--- src/rtl/seg7_scan_driver_if.sv ---
// seg7_scan_driver_if: display-side bundle for the seven-segment scan driver.
// master = datapath that loads values and watches status, slave = the driver.
// Optional macro SEG7_BLINK_EN adds the blink enable line.
interface seg7_scan_driver_if #(
   parameter int unsigned DIGITS = 4
);
   logic                  load;
   logic [4*DIGITS-1:0]   value;
   logic [DIGITS-1:0]     dp_in;
   logic                  blank_lz;
`ifdef SEG7_BLINK_EN
   logic                  blink;
`endif
   logic [7:0]            seg;
   logic [DIGITS-1:0]     an;
   logic                  pending;
   logic                  frame_start;

   modport master (
      output load, value, dp_in, blank_lz,
`ifdef SEG7_BLINK_EN
      output blink,
`endif
      input  seg, an, pending, frame_start
   );

   modport slave (
      input  load, value, dp_in, blank_lz,
`ifdef SEG7_BLINK_EN
      input  blink,
`endif
      output seg, an, pending, frame_start
   );
endinterface

--- src/rtl/seg7_scan_driver.sv ---
// seg7_scan_driver: time-multiplexed common-anode seven-segment driver.
// Scans DIGITS hex nibbles one slot at a time with dp, leading-zero blanking,
// frame-synchronous commit of loaded values and one dead cycle per slot.
// Optional macro SEG7_BLINK_EN adds a frame-counted blink of the anodes.
module seg7_scan_driver #(
   parameter int unsigned DIGITS       = 4,
   parameter int unsigned REFRESH_DIV  = 50000,
   parameter int unsigned BLINK_FRAMES = 64
) (
   input  logic              clk,
   input  logic              rst,
   seg7_scan_driver_if.slave bus
);

   localparam int unsigned PC_W  = (REFRESH_DIV > 1) ? $clog2(REFRESH_DIV) : 1;
   localparam int unsigned IDX_W = (DIGITS > 1) ? $clog2(DIGITS) : 1;

   logic [PC_W-1:0]      pc;
   logic [IDX_W-1:0]     idx;
   logic                 slot_end;
   logic                 wrap;

   logic [4*DIGITS-1:0]  disp_val;
   logic [DIGITS-1:0]    disp_dp;
   logic [4*DIGITS-1:0]  pend_val;
   logic [DIGITS-1:0]    pend_dp;
   logic                 pend_flag;

   logic [DIGITS-1:0]    hi_zero;
   logic [3:0]           cur_nib;
   logic                 cur_dp;
   logic                 cur_hi_zero;
   logic [DIGITS-1:0]    an_sel;
   logic                 blank;
   logic                 dead;
   logic                 hide;

   function automatic logic [6:0] glyph(input logic [3:0] n);
      case (n)
         4'h0: glyph = 7'h3F;
         4'h1: glyph = 7'h06;
         4'h2: glyph = 7'h5B;
         4'h3: glyph = 7'h4F;
         4'h4: glyph = 7'h66;
         4'h5: glyph = 7'h6D;
         4'h6: glyph = 7'h7D;
         4'h7: glyph = 7'h07;
         4'h8: glyph = 7'h7F;
         4'h9: glyph = 7'h67;
         4'hA: glyph = 7'h77;
         4'hB: glyph = 7'h7C;
         4'hC: glyph = 7'h39;
         4'hD: glyph = 7'h5E;
         4'hE: glyph = 7'h79;
         4'hF: glyph = 7'h71;
      endcase
   endfunction

   assign slot_end = (pc == PC_W'(REFRESH_DIV - 1));
   assign wrap     = slot_end && (idx == IDX_W'(DIGITS - 1));
   assign dead     = (pc == '0);

   // Slot prescaler and digit index.
   always_ff @(posedge clk or posedge rst) begin
      if (rst) begin
         pc  <= '0;
         idx <= '0;
      end else if (slot_end) begin
         pc  <= '0;
         idx <= (idx == IDX_W'(DIGITS - 1)) ? '0 : idx + IDX_W'(1);
      end else begin
         pc  <= pc + PC_W'(1);
      end
   end

   // Pending capture and frame-boundary commit into the display register.
   // A load on the wrap cycle commits the old pending value while capturing
   // the new one, so the flag stays set.
   always_ff @(posedge clk or posedge rst) begin
      if (rst) begin
         disp_val  <= '0;
         disp_dp   <= '0;
         pend_val  <= '0;
         pend_dp   <= '0;
         pend_flag <= 1'b0;
      end else begin
         if (wrap && pend_flag) begin
            disp_val <= pend_val;
            disp_dp  <= pend_dp;
         end
         if (bus.load) begin
            pend_val  <= bus.value;
            pend_dp   <= bus.dp_in;
            pend_flag <= 1'b1;
         end else if (wrap) begin
            pend_flag <= 1'b0;
         end
      end
   end

   // hi_zero[i] is set when nibbles i..DIGITS-1 of the display are all zero.
   always_comb begin
      logic acc;
      hi_zero = '0;
      acc     = 1'b1;
      for (int unsigned k = 0; k < DIGITS; k++) begin
         acc = acc && (disp_val[4*(DIGITS-1-k) +: 4] == 4'h0);
         hi_zero[DIGITS-1-k] = acc;
      end
   end

   // Select the nibble, dp, blanking flag and anode for the current digit.
   always_comb begin
      cur_nib     = '0;
      cur_dp      = 1'b0;
      cur_hi_zero = 1'b0;
      an_sel      = '1;
      for (int unsigned i = 0; i < DIGITS; i++) begin
         if (idx == IDX_W'(i)) begin
            cur_nib     = disp_val[4*i +: 4];
            cur_dp      = disp_dp[i];
            cur_hi_zero = hi_zero[i];
            an_sel[i]   = 1'b0;
         end
      end
   end

   assign blank = bus.blank_lz && (idx != '0) && cur_hi_zero;

`ifdef SEG7_BLINK_EN
   localparam int unsigned BF_W = (BLINK_FRAMES > 1) ? $clog2(BLINK_FRAMES) : 1;

   logic [BF_W-1:0] blink_cnt;
   logic            blink_phase;

   // Frame counter: phase toggles every BLINK_FRAMES frames.
   always_ff @(posedge clk or posedge rst) begin
      if (rst) begin
         blink_cnt   <= '0;
         blink_phase <= 1'b0;
      end else if (wrap) begin
         if (blink_cnt == BF_W'(BLINK_FRAMES - 1)) begin
            blink_cnt   <= '0;
            blink_phase <= ~blink_phase;
         end else begin
            blink_cnt   <= blink_cnt + BF_W'(1);
         end
      end
   end

   assign hide = bus.blink && blink_phase;
`else
   assign hide = 1'b0;
`endif

   // Registered pin drivers; outputs lag the pc/idx state by one cycle.
   always_ff @(posedge clk or posedge rst) begin
      if (rst) begin
         bus.seg         <= 8'hFF;
         bus.an          <= '1;
         bus.frame_start <= 1'b0;
      end else begin
         bus.seg         <= {~cur_dp, blank ? 7'h7F : ~glyph(cur_nib)};
         bus.an          <= (dead || hide) ? '1 : an_sel;
         bus.frame_start <= wrap;
      end
   end

   assign bus.pending = pend_flag;

endmodule

--- src/flat_wrapper.sv ---
// flat-port wrapper written by rule: the top's interface ports become plain ports
module seg7_scan_driver_flat 
#(
   parameter int unsigned DIGITS       = 4,
   parameter int unsigned REFRESH_DIV  = 50000,
   parameter int unsigned BLINK_FRAMES = 64
)
  (clk, rst, bus_load, bus_value, bus_dp_in, bus_blank_lz, bus_seg, bus_an, bus_pending, bus_frame_start);
  seg7_scan_driver_if #(.DIGITS(DIGITS)) bus_i ();
  input  logic clk;
  input  logic rst;
  input wire logic [$bits(bus_i.load)-1:0] bus_load;
  input wire logic [$bits(bus_i.value)-1:0] bus_value;
  input wire logic [$bits(bus_i.dp_in)-1:0] bus_dp_in;
  input wire logic [$bits(bus_i.blank_lz)-1:0] bus_blank_lz;
  output wire logic [$bits(bus_i.seg)-1:0] bus_seg;
  output wire logic [$bits(bus_i.an)-1:0] bus_an;
  output wire logic [$bits(bus_i.pending)-1:0] bus_pending;
  output wire logic [$bits(bus_i.frame_start)-1:0] bus_frame_start;
  assign bus_i.load = bus_load;
  assign bus_i.value = bus_value;
  assign bus_i.dp_in = bus_dp_in;
  assign bus_i.blank_lz = bus_blank_lz;
  assign bus_seg = bus_i.seg;
  assign bus_an = bus_i.an;
  assign bus_pending = bus_i.pending;
  assign bus_frame_start = bus_i.frame_start;
  seg7_scan_driver #(.DIGITS(DIGITS), .REFRESH_DIV(REFRESH_DIV), .BLINK_FRAMES(BLINK_FRAMES)) u_core (.clk(clk), .rst(rst), .bus(bus_i));
endmodule
--- config.mk ---
export PLATFORM = sky130hd
export DESIGN_NAME = seg7_scan_driver_flat
export DESIGN_NICKNAME = d
export VERILOG_FILES = /design/src/rtl/seg7_scan_driver_if.sv /design/src/rtl/seg7_scan_driver.sv /design/src/flat_wrapper.sv
export SDC_FILE = /design/constraint.sdc
export NUM_CORES = 1
export LEC_CHECK = 0
export ABC_AREA = 1
export BUFFER_PORTS_ARGS = -buffer_cell sky130_fd_sc_hd__buf_4
export CORE_UTILIZATION = 50
export CTS_CLUSTER_SIZE = 30
export DETAILED_ROUTE_END_ITERATION = 8
export MAX_ROUTING_LAYER = met4
export PLACE_DENSITY = 0.7
export SKIP_LAST_GASP = 1
export SLEW_MARGIN = 20
export SYNTH_ARGS = -nofsm -noshare
export SYNTH_HDL_FRONTEND = slang
export SYNTH_SLANG_ARGS = --single-unit
--- constraint.sdc ---
create_clock -name clk -period 3.75 [get_ports clk]
set_input_delay 0.375 -clock clk [delete_from_list [all_inputs] [get_ports clk]]
set_output_delay 0.375 -clock clk [all_outputs]
set_load 0.01 [all_outputs]
# == Yosys cells after proc, flatten, opt, wreduce, memory -nomap -nowiden ==
# Memory sizes are Yosys's and may differ from the RTL's.
# Cells that the tools add are included.
# word_totals
reg_bits,72
romBits,112
out_inout_bits,14
wordCells,56
inputBits,24
memories,1
# op_classes
eq_ne,4
n_bitwise,2
add_sub_neg,2
mux,22
n_reduce_logical,15
# memory_table
memory,depth,width,read_ports,rd_clocked_by_memory_dff,wr,line_no,source
(no name shown),16,7,1,0,0,seg7_scan_driver.sv:39,case (n)
# op_table
op,n
$mux 4,5
$add 16x1->16 const B,1
$eq 16x16->1 const B,1
$logic_not 16->1,1
$logic_not 4->1,4
$mux 16,1
$mux 1,14
$logic_and 1x1->1,7
$mux 7,1
$not 7->7,1
$eq 2x2->1 const B,2
$reduce_bool 2->1,2
$add 2x1->2 const B,1
$eq 2x1->1 const B,1
$logic_not 2->1,1
$mux 2,1
$not 1->1,1

# == Depth between registers and ports, before layout ==
# Gate-level depths: netlist of the first run.
# depth
depth_word,10
mapped_depth,14

# == Worst setup path before layout of the first run ==
# Ideal clock, no wire load.
# synth_timing
kind,register to register
from,register u_core.idx[0]
to,register u_core.bus.seg[3]
t_arrival_ns,1.930
t_required_ns,3.666
stages_incl_launch_ff,14
period_less_slack_ns,2.014
path_slack_ns,1.736
n_path_buf,1
setup_time_ns,0.084
cell_sequence,dfrtp_1 > inv_1 > ha_1 > buf_2 > inv_1 > nor2_1 > nor2_1 > a21oi_1 > inv_1 > ha_1 > inv_1 > nand2_1 > nand3_1 > nand3_1
# synth_via
elab_chain_cells,8
elab_cells_between_ends,18
classes_between,eq/ne (3); mux (9); bitwise (1); reduce/logical (4); memory (1)
# synth_rtl
item,line_no,source
"start, declared",seg7_scan_driver.sv:19,logic [IDX_W-1:0] idx;
"start signal, assigned",seg7_scan_driver.sv:70,idx <= (idx == IDX_W'(DIGITS - 1)) ? '0 : idx + IDX_W'(1);
$logic_not 2->1,seg7_scan_driver.sv:119,if (idx == IDX_W'(i)) begin
$mux 4 (4 in a row),seg7_scan_driver.sv:119,
$mem_v2 16x7,n/a,
$not 7->7,seg7_scan_driver.sv:163,"bus.seg <= {~cur_dp, blank ? 7'h7F : ~glyph(cur_nib)};"
$mux 7 *,seg7_scan_driver.sv:163,
"end signal, assigned",seg7_scan_driver.sv:163,
"end, declared",seg7_scan_driver_if.sv:32,"output seg, an, pending, frame_start"
# Mark *: on every way between the ends. The rest lies on a longest branch, timed or not.
# A chain may end at the register's enable or synchronous reset.

# == Worst setup path after layout of the first run ==
# Ends and elaborated chain as after synthesis.

==> results of run 1 <==
==> sequential cells by signal (all words and copies together) (netlist names), 2 cells and up <==
name	flops
u_core.disp_dp	4
u_core.pend_dp	4
u_core.idx	2
u_core.bus.an	4
u_core.disp_val	16
u_core.bus.seg	8
u_core.pc	16
u_core.pend_val	16
==> through the flow <==
stage | hold slack, ps | instances
global placement | 441 | 515
detailed placement | 453 | 515
CTS | 215 | 531
finish | 232 | 531
floorplan | 406 | 408
global route | 218 | 531
==> cells in the mapped netlist <==
| cell | instances |
|---|---|
| sky130_fd_sc_hd__dfrtp_1 | 60 |
| sky130_fd_sc_hd__clkbuf_1 | 4 |
| sky130_fd_sc_hd__nor4_1 | 2 |
| sky130_fd_sc_hd__buf_6 | 3 |
| sky130_fd_sc_hd__inv_1 | 53 |
| sky130_fd_sc_hd__nor3_2 | 1 |
| sky130_fd_sc_hd__buf_2 | 4 |
| sky130_fd_sc_hd__a21oi_1 | 12 |
| sky130_fd_sc_hd__nand2_2 | 3 |
| sky130_fd_sc_hd__nand4_1 | 8 |
| sky130_fd_sc_hd__nor3_1 | 7 |
| sky130_fd_sc_hd__xnor2_1 | 2 |
| sky130_fd_sc_hd__nand3_1 | 23 |
| sky130_fd_sc_hd__xor2_1 | 7 |
| sky130_fd_sc_hd__o311ai_0 | 1 |
| sky130_fd_sc_hd__nor2_4 | 1 |
| sky130_fd_sc_hd__o21ai_0 | 24 |
| sky130_fd_sc_hd__nand3b_1 | 1 |
| sky130_fd_sc_hd__a21oi_2 | 1 |
| sky130_fd_sc_hd__nor2_1 | 27 |
| sky130_fd_sc_hd__ha_1 | 11 |
| sky130_fd_sc_hd__nand2_1 | 124 |
| sky130_fd_sc_hd__nand2_4 | 1 |
| sky130_fd_sc_hd__dfstp_2 | 12 |
| sky130_fd_sc_hd__clkinv_2 | 1 |
| sky130_fd_sc_hd__o21ai_2 | 15 |
==> power breakdown <==
part | total [mW] | internal [mW] | switching, mW
logic | 0.0645 | 0.0246 | 0.0399
clock network | 0.553 | 0.275 | 0.278
registers | 0.801 | 0.796 | 0.00564
total | 1.42 | 1.10 | 0.323
==> final cells by class <==
type | count | area share, %
inverters | 54 | 5.14
clock buffers | 13 | 4.01
flip-flops and latches | 72 | 45.8
well taps | 80 | 2.52
repair buffers | 38 | 7.19
multi-input cells | 271 | 34.9
clock inverters | 3 | 0.442
==> layer usage <==
| layer | vias up | share of wire, % | wire length (um) | GRT usage [%] |
|---|---|---|---|---|
| met3 | 12 | 4.9 | 307 | 3.99 |
| met5 | - | 0 | 0 | - |
| li1 | 1363 | - | - | - |
| met1 | 1201 | 49 | 3100 | 27.8 |
| met4 | 0 | 1.9 | 121 | 10.2 |
| met2 | 79 | 44 | 2750 | 28.0 |
==> worst max-delay path: stages (launching register included) <==
cell and delay, ps:
sky130_fd_sc_hd__dfrtp_1 400, sky130_fd_sc_hd__inv_1 120, sky130_fd_sc_hd__ha_1 350, sky130_fd_sc_hd__inv_1 140
sky130_fd_sc_hd__nor2_1 110, sky130_fd_sc_hd__nor2_1 50, sky130_fd_sc_hd__a21oi_1 400, sky130_fd_sc_hd__inv_1 120
sky130_fd_sc_hd__ha_1 300, sky130_fd_sc_hd__o21ai_0 160, sky130_fd_sc_hd__nand2_1 70, sky130_fd_sc_hd__nand3_1 70
==> path summary, 6_finish.rpt <==
path                            slack [ps]                   to         startpoint  cells after the start
worst max-delay path                  1410    u_core.bus.seg[3]      u_core.idx[0]                     11
worst min-delay path                   230  u_core.pend_val[13]      bus_value[13]                      3
worst max register to register        1410    u_core.bus.seg[3]      u_core.idx[0]                     11
worst min register to register         460    u_core.bus.seg[7]  u_core.disp_dp[3]                      1
max in group asynchronous             2590    u_core.bus.seg[6]                rst                      3
min in group asynchronous              240    u_core.pend_dp[0]                rst                      2
==> cell families (layout without fill, tap and decap cells) <==
family                     after synthesis  count (layout)  synth area share (%)
DFF                                     72              72                  52.3
xor gates and xnor gates                 9               9                  2.27
buffers and inverters                   65             108                  7.85
and+or+nand+nor                        198             198                  24.1
AOI/OAI and AO/OA                       53              53                  9.47
adders and majority gates               11              11                  3.96
==> key figures, run 1 <==
Floorplanning
  • Die Wd: 85.3 um
  • I/O Pins: 38
  • Die outline area: 0.00728 sq mm
  • Starting density of the core: 51.4%
  • Vert. Die Dim: 85.3 um
  • Row Count: 30
  • Core Footprint: 0.00676 sq mm

CTS
  • Number of levels the H-tree was split into: 3
  • Post-CTS Hold Fix Bufs: 0
  • Clock transition at the register clock pins on the worst setup and hold paths after CTS: 70 ps
  • Inserted Clock Buffers: 9
  • CTS Root Cell: sky130_fd_sc_hd__clkbuf_8
  • Clock latency reported for the late side of the worst-skew pair: 340 ps
  • TritonCTS clock tree: built
  • Total of cells resized after clock tree synthesis: 0
  • Buffers inserted by post-CTS timing repair: 0
  • Clk sink count: 72
  • CTS Buffer Depth: 2

Critical path
  • Data required time at the worst endpoint: 4030 ps
  • Crit-path max FO: 9
  • Type of the setup path with the least slack: reg -> reg
  • Crit end category: register
  • Element type at the critical path start: register
  • Data arrival, critical path: 2620 ps

Timing
  • Fin crit share: 62.5%
  • Slew @ Worst Pin: 913 ps
  • Worst max-slew margin expressed relative to the limit: 39.1%
  • Clock Skews: 8.43 ps
  • Setup repair after global routing missed its margin: no
  • Number of slew-limit violations in the final report: 0
  • Fin. Hold Viols: 0
  • Worst setup margin: 1410 ps
  • Fmax: 0.427 GHz
  • Accumulated negative setup slack: 0 ps
  • Final setup violation count: 0
  • Final Critical Period: 2340 ps

Worst hold path
  • Worst min-delay path class: in -> reg

Logic synthesis
  • Post-synthesis register bit count: 72
  • Most area-hungry cell type in the Yosys netlist: sky130_fd_sc_hd__dfrtp_1
  • Distinct cell type count of the synthesized netlist: 26
  • Average cell area after synthesis: 8.51 sq um
  • Cell types occupying the most area after synthesis: sky130_fd_sc_hd__dfrtp_1 (43%), sky130_fd_sc_hd__nand2_1 (13%), sky130_fd_sc_hd__dfstp_2 (9.1%), sky130_fd_sc_hd__inv_1 (5.7%), sky130_fd_sc_hd__ha_1 (4.0%)
  • Sequential share of the synthesized area: 52.3%
  • Mapped cell area: 0.00347 sq mm
  • Yosys warning count: 0
  • Synthesized netlist net count: 443
  • Area share of the largest cell type after synthesis: 43.2%
  • Gate count of the mapped netlist: 408

Cells and area
  • Area of combinational cells with multiple inputs: 0.00138 sq mm
  • Most frequent cells in the layout: sky130_fd_sc_hd__nand2_1 (124), sky130_fd_sc_hd__dfrtp_1 (60), sky130_fd_sc_hd__inv_1 (52)
  • Most common cell after layout, fill and taps aside: sky130_fd_sc_hd__nand2_1
  • Antenna diode instance count: 0
  • Final instance area: 0.00397 sq mm
  • Final design utilization: 58.7%
  • Sequential cell area: 0.00182 sq mm
  • Total Nets Final: 481
  • Layout cell share with drive strength beyond 1: 19.5%
  • Area overhead of the layout relative to synthesis: 14.2%
  • Final-layout fill cell count: 607

Global routing
  • GRT overflow: 0
  • Total global routing track utilization: 20.0%
  • Via count of the first global-routing pass: 2457
  • Initial antenna violation count: 0
  • First-pass GRT wire length: 11.2 mm
  • Largest net degree at the start of global routing: 47

Routing
  • Number of remaining DRC errors: 1
  • Avg WL per Cell: 11.8 um
  • Count of vias placed by the detailed router: 2655
  • Final wirelength: 6.29 mm
  • Via-per-instance ratio: 5.00
  • Detailed router's first-iteration violation count: 143
  • Routed Antenna Nets: 0
  • Detailed-router iteration count before antenna repair: 6

Pwr
  • Leakage power of the design: 2.06 nW
  • IR Drop Worst-Case VDD: 0.000267 V
  • Pwr dens: 358 mW/mm^2
  • Pwr Total: 1.42 mW

Place
  • Placer Congestion: 0.915
  • Total of buffers placed on input and output ports: 37
  • Total placed instance area: 0.00379 sq mm
  • Pre-CTS WS: 1420 ps
  • Placed wire-length estimate after detailed placement: 4.52 mm

Status
  • Violated checks: DRC
  • Outcome: finished with violations

Job
  • Total of max-cap violations: 0
(Power assumes the default switching activity.)
==> run 2, diff against run 1 <==
Clock period 3.75 ns to 2.3 ns, I/O delays scaled along.
==> run 2 against run 1 <==
The run still ends with DRC left. Via count shrank 0.56%. Wire length is 0.86% lower. Utilization rose by 1.1 points. Sequential share of layout area decreased by 0.81 points. Worst hold slack worse by 160 ps. Non-clock buffer count up 2. Count of clock-buffer cells in the layout is 2 lower. Sequential power rose by 64%. Final cell count up 0.38%. Combinational power up 71%. Flip-flop and latch count did not move. Critical endpoint unchanged. Largest cell class unchanged.
==> key figures, run 2 (synthesis results as in run 1) <==
Place
  • Number of cells in the design after placement: 516
  • Total of buffers placed on input and output ports: 37
  • Pre-CTS WS: 179 ps
  • Placed wire-length estimate after detailed placement: 4.43 mm
  • Placer Congestion: 0.875

Timing
  • Accumulated negative setup slack: 0 ps
  • Worst setup margin: 258 ps
  • Setup repair after global routing missed its margin: no
  • WHS: 72.1 ps
  • Final Critical Period: 2040 ps
  • Number of slew-limit violations in the final report: 0
  • Slew @ Worst Pin: 548 ps
  • Fin. Hold Viols: 0
  • Fin crit share: 88.8%
  • Worst max-slew margin expressed relative to the limit: 63.1%
  • Final setup violation count: 0
  • Clock Skews: 9.40 ps
  • Fmax: 0.490 GHz

Floorplanning
  • Die outline area: 0.00728 sq mm
  • Die Wd: 85.3 um
  • Vert. Die Dim: 85.3 um
  • Core Footprint: 0.00676 sq mm
  • Starting density of the core: 51.4%
  • I/O Pins: 38
  • Row Count: 30

Critical path
  • Element type at the critical path start: register
  • Data required time at the worst endpoint: 2560 ps
  • Crit-path max FO: 9
  • Type of the setup path with the least slack: reg -> reg
  • Crit end category: register
  • Data arrival, critical path: 2310 ps

CTS
  • TritonCTS clock tree: built
  • CTS Root Cell: sky130_fd_sc_hd__clkbuf_8
  • CTS Buffer Depth: 2
  • Clk sink count: 72
  • Inserted Clock Buffers: 9
  • Buffers inserted by post-CTS timing repair: 0
  • Clock transition at the register clock pins on the worst setup and hold paths after CTS: 80 ps
  • Clock latency reported for the late side of the worst-skew pair: 350 ps
  • Number of levels the H-tree was split into: 3

Cells and area
  • Largest registers: u_core.disp_val: 16 flops, u_core.pc: 16 flops, u_core.pend_val: 16 flops
  • Total Nets Final: 483
  • Area of combinational cells with multiple inputs: 0.00139 sq mm
  • Most common cell after layout, fill and taps aside: sky130_fd_sc_hd__nand2_1
  • Area overhead of the layout relative to synthesis: 16.2%
  • Antenna diode instance count: 0
  • Final-layout fill cell count: 600
  • Layout cell share with drive strength beyond 1: 20.1%
  • Most frequent cells in the layout: sky130_fd_sc_hd__nand2_1 (124), sky130_fd_sc_hd__dfrtp_1 (60), sky130_fd_sc_hd__inv_1 (52)
  • Sequential cell area: 0.00182 sq mm
  • Post-route insts no fill: 533

Global routing
  • Largest net degree at the start of global routing: 73
  • GRT overflow: 0
  • First-pass GRT wire length: 10.9 mm
  • Via count of the first global-routing pass: 2352
  • Initial antenna violation count: 0
  • Total global routing track utilization: 19.7%

Routing
  • Detailed router's first-iteration violation count: 98
  • Avg WL per Cell: 11.7 um
  • Count of vias placed by the detailed router: 2640
  • Detailed-router iteration count before antenna repair: 6
  • Final wirelength: 6.23 mm
  • Via-per-instance ratio: 4.95
  • Routed Antenna Nets: 0
  • Number of remaining DRC errors: 1

Status
  • Outcome: finished with violations
  • Violated checks: DRC

Pwr
  • Leakage power of the design: 2.09 nW
  • Pwr dens: 619 mW/mm^2
  • IR Drop Worst-Case VDD: 0.000379 V

Job
  • Total of max-cap violations: 0

Worst hold path
  • Worst min-delay path class: in -> reg
-- run 2: cell types whose count changed in the layout (fill, tap and decap cells not counted), moves of 2 or more --
| cell | before | now |
|---|---|---|
| sky130_fd_sc_hd__ha_1 | 11 | 9 |
| sky130_fd_sc_hd__bufinv_16 | 0 | 2 |
| sky130_fd_sc_hd__clkbuf_8 | 11 | 9 |
| sky130_fd_sc_hd__ha_2 | 0 | 2 |
-- run 2: critical path, cell delays in order, from the launching register on --
cell and delay (ps):
sky130_fd_sc_hd__dfrtp_1 410, sky130_fd_sc_hd__inv_1 130, sky130_fd_sc_hd__ha_2 290, sky130_fd_sc_hd__inv_1 110, sky130_fd_sc_hd__nor2_1 100, sky130_fd_sc_hd__nor2_1 40, sky130_fd_sc_hd__a21oi_1 210, sky130_fd_sc_hd__inv_1 80
sky130_fd_sc_hd__ha_1 290, sky130_fd_sc_hd__inv_1 60, sky130_fd_sc_hd__nand2_1 60, sky130_fd_sc_hd__nand3_1 90, sky130_fd_sc_hd__nand3_1 90
-- run 2: report_power, final --
| part | switching [mW] | internal (mW) | leakage (nW) |
|---|---|---|---|
| combinational | 0.0658 | 0.0438 | 1.08 |
| sequential | 0.00976 | 1.30 | 0.907 |
| clock | 0.470 | 0.611 | 0.104 |
| total | 0.546 | 1.95 | 2.09 |
-- run 2: stage by stage --
stage	utilization (%)	power (mW)	area (sq um)
2_1_floorplan	-	1.39	3470
3_3_place_gp	56.4	1.44	3810
3_5_place_dp	56.4	1.44	3810
4_1_cts	59.7	2.52	4030
5_1_grt	59.8	2.60	4040
6_report	59.8	2.50	4040
-- run 2: repair_timing --
item / 4_1_cts / 5_1_grt
hold endpoints to repair: 60 / 0
gates resized for setup: 0 / 2
setup endpoints to repair: 0 / 5
hold buffers: 1 / 0
-- run 2: worst paths after layout --
kind / startpoint / end / slack (ps) / cells past startpoint
max in group asynchronous: rst / u_core.bus.seg[1] / 1430 / 4
worst max-delay path: u_core.idx[0] / u_core.bus.seg[3] / 260 / 12
worst max register to register: u_core.idx[0] / u_core.bus.seg[3] / 260 / 12
worst min register to register: u_core.disp_dp[3] / u_core.bus.seg[7] / 430 / 1
min in group asynchronous: rst / u_core.pend_dp[2] / 500 / 4
worst min-delay path: bus_value[13] / u_core.pend_val[13] / 70 / 3
-- run 2: layout make-up --
class,instances,area share [%]
Clock buffer,11,3.25
Clock inverter,5,2.01
Inverter,54,5.05
Multi-Input combinational cell,271,34.4
Sequential cell,72,45.0
Tap cell,80,2.48
Timing Repair Buffer,40,7.81
-- run 2: layer usage --
layer  routed length [um]  global-route usage (%)  share of wire, %  up-vias
met3                  251                    5.35               4.0       12
met2                 2720                    27.6                44       55
met4                  103                    7.12               1.7        0
met5                    0                       -                 0        -
met1                 3160                    27.5                51     1208
li1                     -                       -                 -     1365
==> run 3, diff against run 2 <==
Clock period 2.3 ns to 2.48 ns, I/O delays scaled along.
==> run 3 against run 2 <==
The flow still finishes with violations (DRC). Register-to-register slack gained 110 ps. Wire length grew 6.6%. Power shrank 5.2%. Final cell count grew 0.56%. First-iteration DRC count grew 14%. Via count grew 3.1%. Clock power is essentially flat. Worst setup slack gained 110 ps.
==> key figures, run 3 (synthesis results as in run 1) <==
Global routing
  • First-pass GRT wire length: 11.5 mm
  • Initial antenna violation count: 0
  • Largest net degree at the start of global routing: 37
  • GRT overflow: 0
  • Via count of the first global-routing pass: 2554
  • Total global routing track utilization: 20.8%

Critical path
  • CP max stage delay: 400 ps
  • Buffers plus inverters on the worst setup path: 3
  • Type of the setup path with the least slack: reg -> reg
  • Critical-path cell list: inv_1 -> ha_1 -> inv_1 -> nor2_1 -> nor2_1 -> a21oi_1 -> inv_1 -> ha_1 -> o21ai_0 -> nand2_1 -> nand3_1
  • Cell repeated most along the worst path: sky130_fd_sc_hd__inv_1
  • Crit-path max FO: 9
  • Category of cells accounting for the largest share of critical-path delay: adder cells
  • Cell with the largest stage delay on the worst path: sky130_fd_sc_hd__dfrtp_1
  • Crit end category: register
  • Data required time at the worst endpoint: 2760 ps
  • Data arrival, critical path: 2400 ps
  • Element type at the critical path start: register

Floorplanning
  • Die Wd: 85.3 um
  • Row Count: 30
  • Vert. Die Dim: 85.3 um
  • I/O Pins: 38
  • Core Footprint: 0.00676 sq mm
  • Starting density of the core: 51.4%
  • Die outline area: 0.00728 sq mm

Cells and area
  • Total Nets Final: 486
  • Most frequent cells in the layout: sky130_fd_sc_hd__nand2_1 (124), sky130_fd_sc_hd__dfrtp_1 (60), sky130_fd_sc_hd__inv_1 (52)
  • Final-layout fill cell count: 620
  • Layout cell share with drive strength beyond 1: 20.6%
  • Most common cell after layout, fill and taps aside: sky130_fd_sc_hd__nand2_1
  • Largest registers: u_core.disp_val: 16 flops, u_core.pc: 16 flops, u_core.pend_val: 16 flops
  • Sequential cell area: 0.00182 sq mm
  • Area of combinational cells with multiple inputs: 0.00138 sq mm
  • Antenna diode instance count: 0
  • Final instance area: 0.00406 sq mm
  • Area overhead of the layout relative to synthesis: 16.9%

Routing
  • Number of remaining DRC errors: 1
  • Routed Antenna Nets: 0
  • Detailed-router iteration count before antenna repair: 7
  • Detailed router's first-iteration violation count: 112
  • Via-per-instance ratio: 5.08
  • Count of vias placed by the detailed router: 2722
  • Final wirelength: 6.64 mm
  • Avg WL per Cell: 12.4 um

Timing
  • Setup repair after global routing missed its margin: no
  • Accumulated negative setup slack: 0 ps
  • Final Critical Period: 2120 ps
  • Final setup violation count: 0
  • Worst max-slew margin expressed relative to the limit: 59.4%
  • Slew @ Worst Pin: 603 ps
  • Fmax: 0.473 GHz
  • Fin crit share: 85.3%
  • Fin. Hold Viols: 0
  • Clock Skews: 12.4 ps
  • Number of slew-limit violations in the final report: 0

CTS
  • Clock latency reported for the late side of the worst-skew pair: 350 ps
  • Clk sink count: 72
  • Number of levels the H-tree was split into: 3
  • Inserted Clock Buffers: 9
  • Total of cells resized after clock tree synthesis: 0
  • TritonCTS clock tree: built
  • Clock transition at the register clock pins on the worst setup and hold paths after CTS: 70 ps
  • CTS Root Cell: sky130_fd_sc_hd__clkbuf_8
  • CTS Buffer Depth: 2

Status
  • Outcome: finished with violations
  • Violated checks: DRC

Pwr
  • Pwr dens: 583 mW/mm^2
  • Leakage power of the design: 2.11 nW
  • IR Drop Worst-Case VDD: 0.000385 V

Place
  • Placer Congestion: 0.951
  • Placed wire-length estimate after detailed placement: 4.85 mm
  • Total of buffers placed on input and output ports: 37
  • Total placed instance area: 0.00382 sq mm

Job
  • Total of max-cap violations: 0

Worst hold path
  • Worst min-delay path class: in -> reg
==> run 3: cell types whose count changed in the layout (fill, tap and decap cells not counted) <==
cell	change
sky130_fd_sc_hd__buf_4	+4
sky130_fd_sc_hd__clkbuf_1	-2
sky130_fd_sc_hd__clkbuf_8	+2
sky130_fd_sc_hd__ha_1	+2
sky130_fd_sc_hd__ha_2	-2
sky130_fd_sc_hd__buf_12	-1
sky130_fd_sc_hd__clkinv_2	+1
sky130_fd_sc_hd__clkinvlp_4	-1
==> run 3: metrics by stage <==
step | setup WS, ps | util [%] | hold slack (ps) | std cells | power (mW)
5_1_grt | 164 | 60.1 | 83.3 | 536 | 2.47
3_5_place_dp | 406 | 56.5 | 279 | 519 | 1.34
3_3_place_gp | 477 | 56.5 | 276 | 519 | 1.33
4_1_cts | 374 | 60.1 | 82.6 | 536 | 2.39
6_report | 364 | 60.1 | 90.2 | 536 | 2.37
2_1_floorplan | 427 | - | 360 | 408 | 1.29
==> run 3: repair_timing <==
item	CTS	global route
endpoints found under the hold margin	17	0
setup buffers	0	0
hold buffers	1	0
==> run 3: worst paths after layout <==
kind	from	end	slack, ps	cells past startpoint
max in group asynchronous	rst	u_core.bus.seg[1]	1390	4
worst max register to register	u_core.idx[0]	u_core.bus.seg[3]	360	11
worst min-delay path	bus_dp_in[0]	u_core.pend_dp[0]	90	3
worst max-delay path	u_core.idx[0]	u_core.bus.seg[3]	360	11
min in group asynchronous	rst	u_core.pc[9]	450	3
worst min register to register	u_core.disp_dp[3]	u_core.bus.seg[7]	450	1
==> run 3: final cells by class <==
type / instances / share of cell area (%)
Sequential cell: 72 / 44.7
Multi-Input combinational cell: 271 / 34.1
Timing Repair Buffer: 43 / 8.01
Inverter: 54 / 5.02
Clock buffer: 11 / 3.73
Tap cell: 80 / 2.47
Clock inverter: 5 / 1.94
==> run 3: where the power goes <==
group	switching, mW	internal (mW)	total [mW]
clock network	0.435	0.619	1.05
registers	0.00959	1.20	1.21
logic	0.0615	0.0404	0.102
==> run 3: worst min-delay path: cells and delay by family <==
family / cells / cell delay (ps)
simple gates: 2 / 90
buf+inv: 1 / 70
==> run 3: metal layers <==
metal | track usage [%] | up-vias | wire length [um]
li1 | - | 1364 | -
met4 | 8.79 | 0 | 190
met1 | 27.7 | 1253 | 3140
met2 | 30.4 | 83 | 2970
met3 | 5.35 | 22 | 334
met5 | - | - | 0
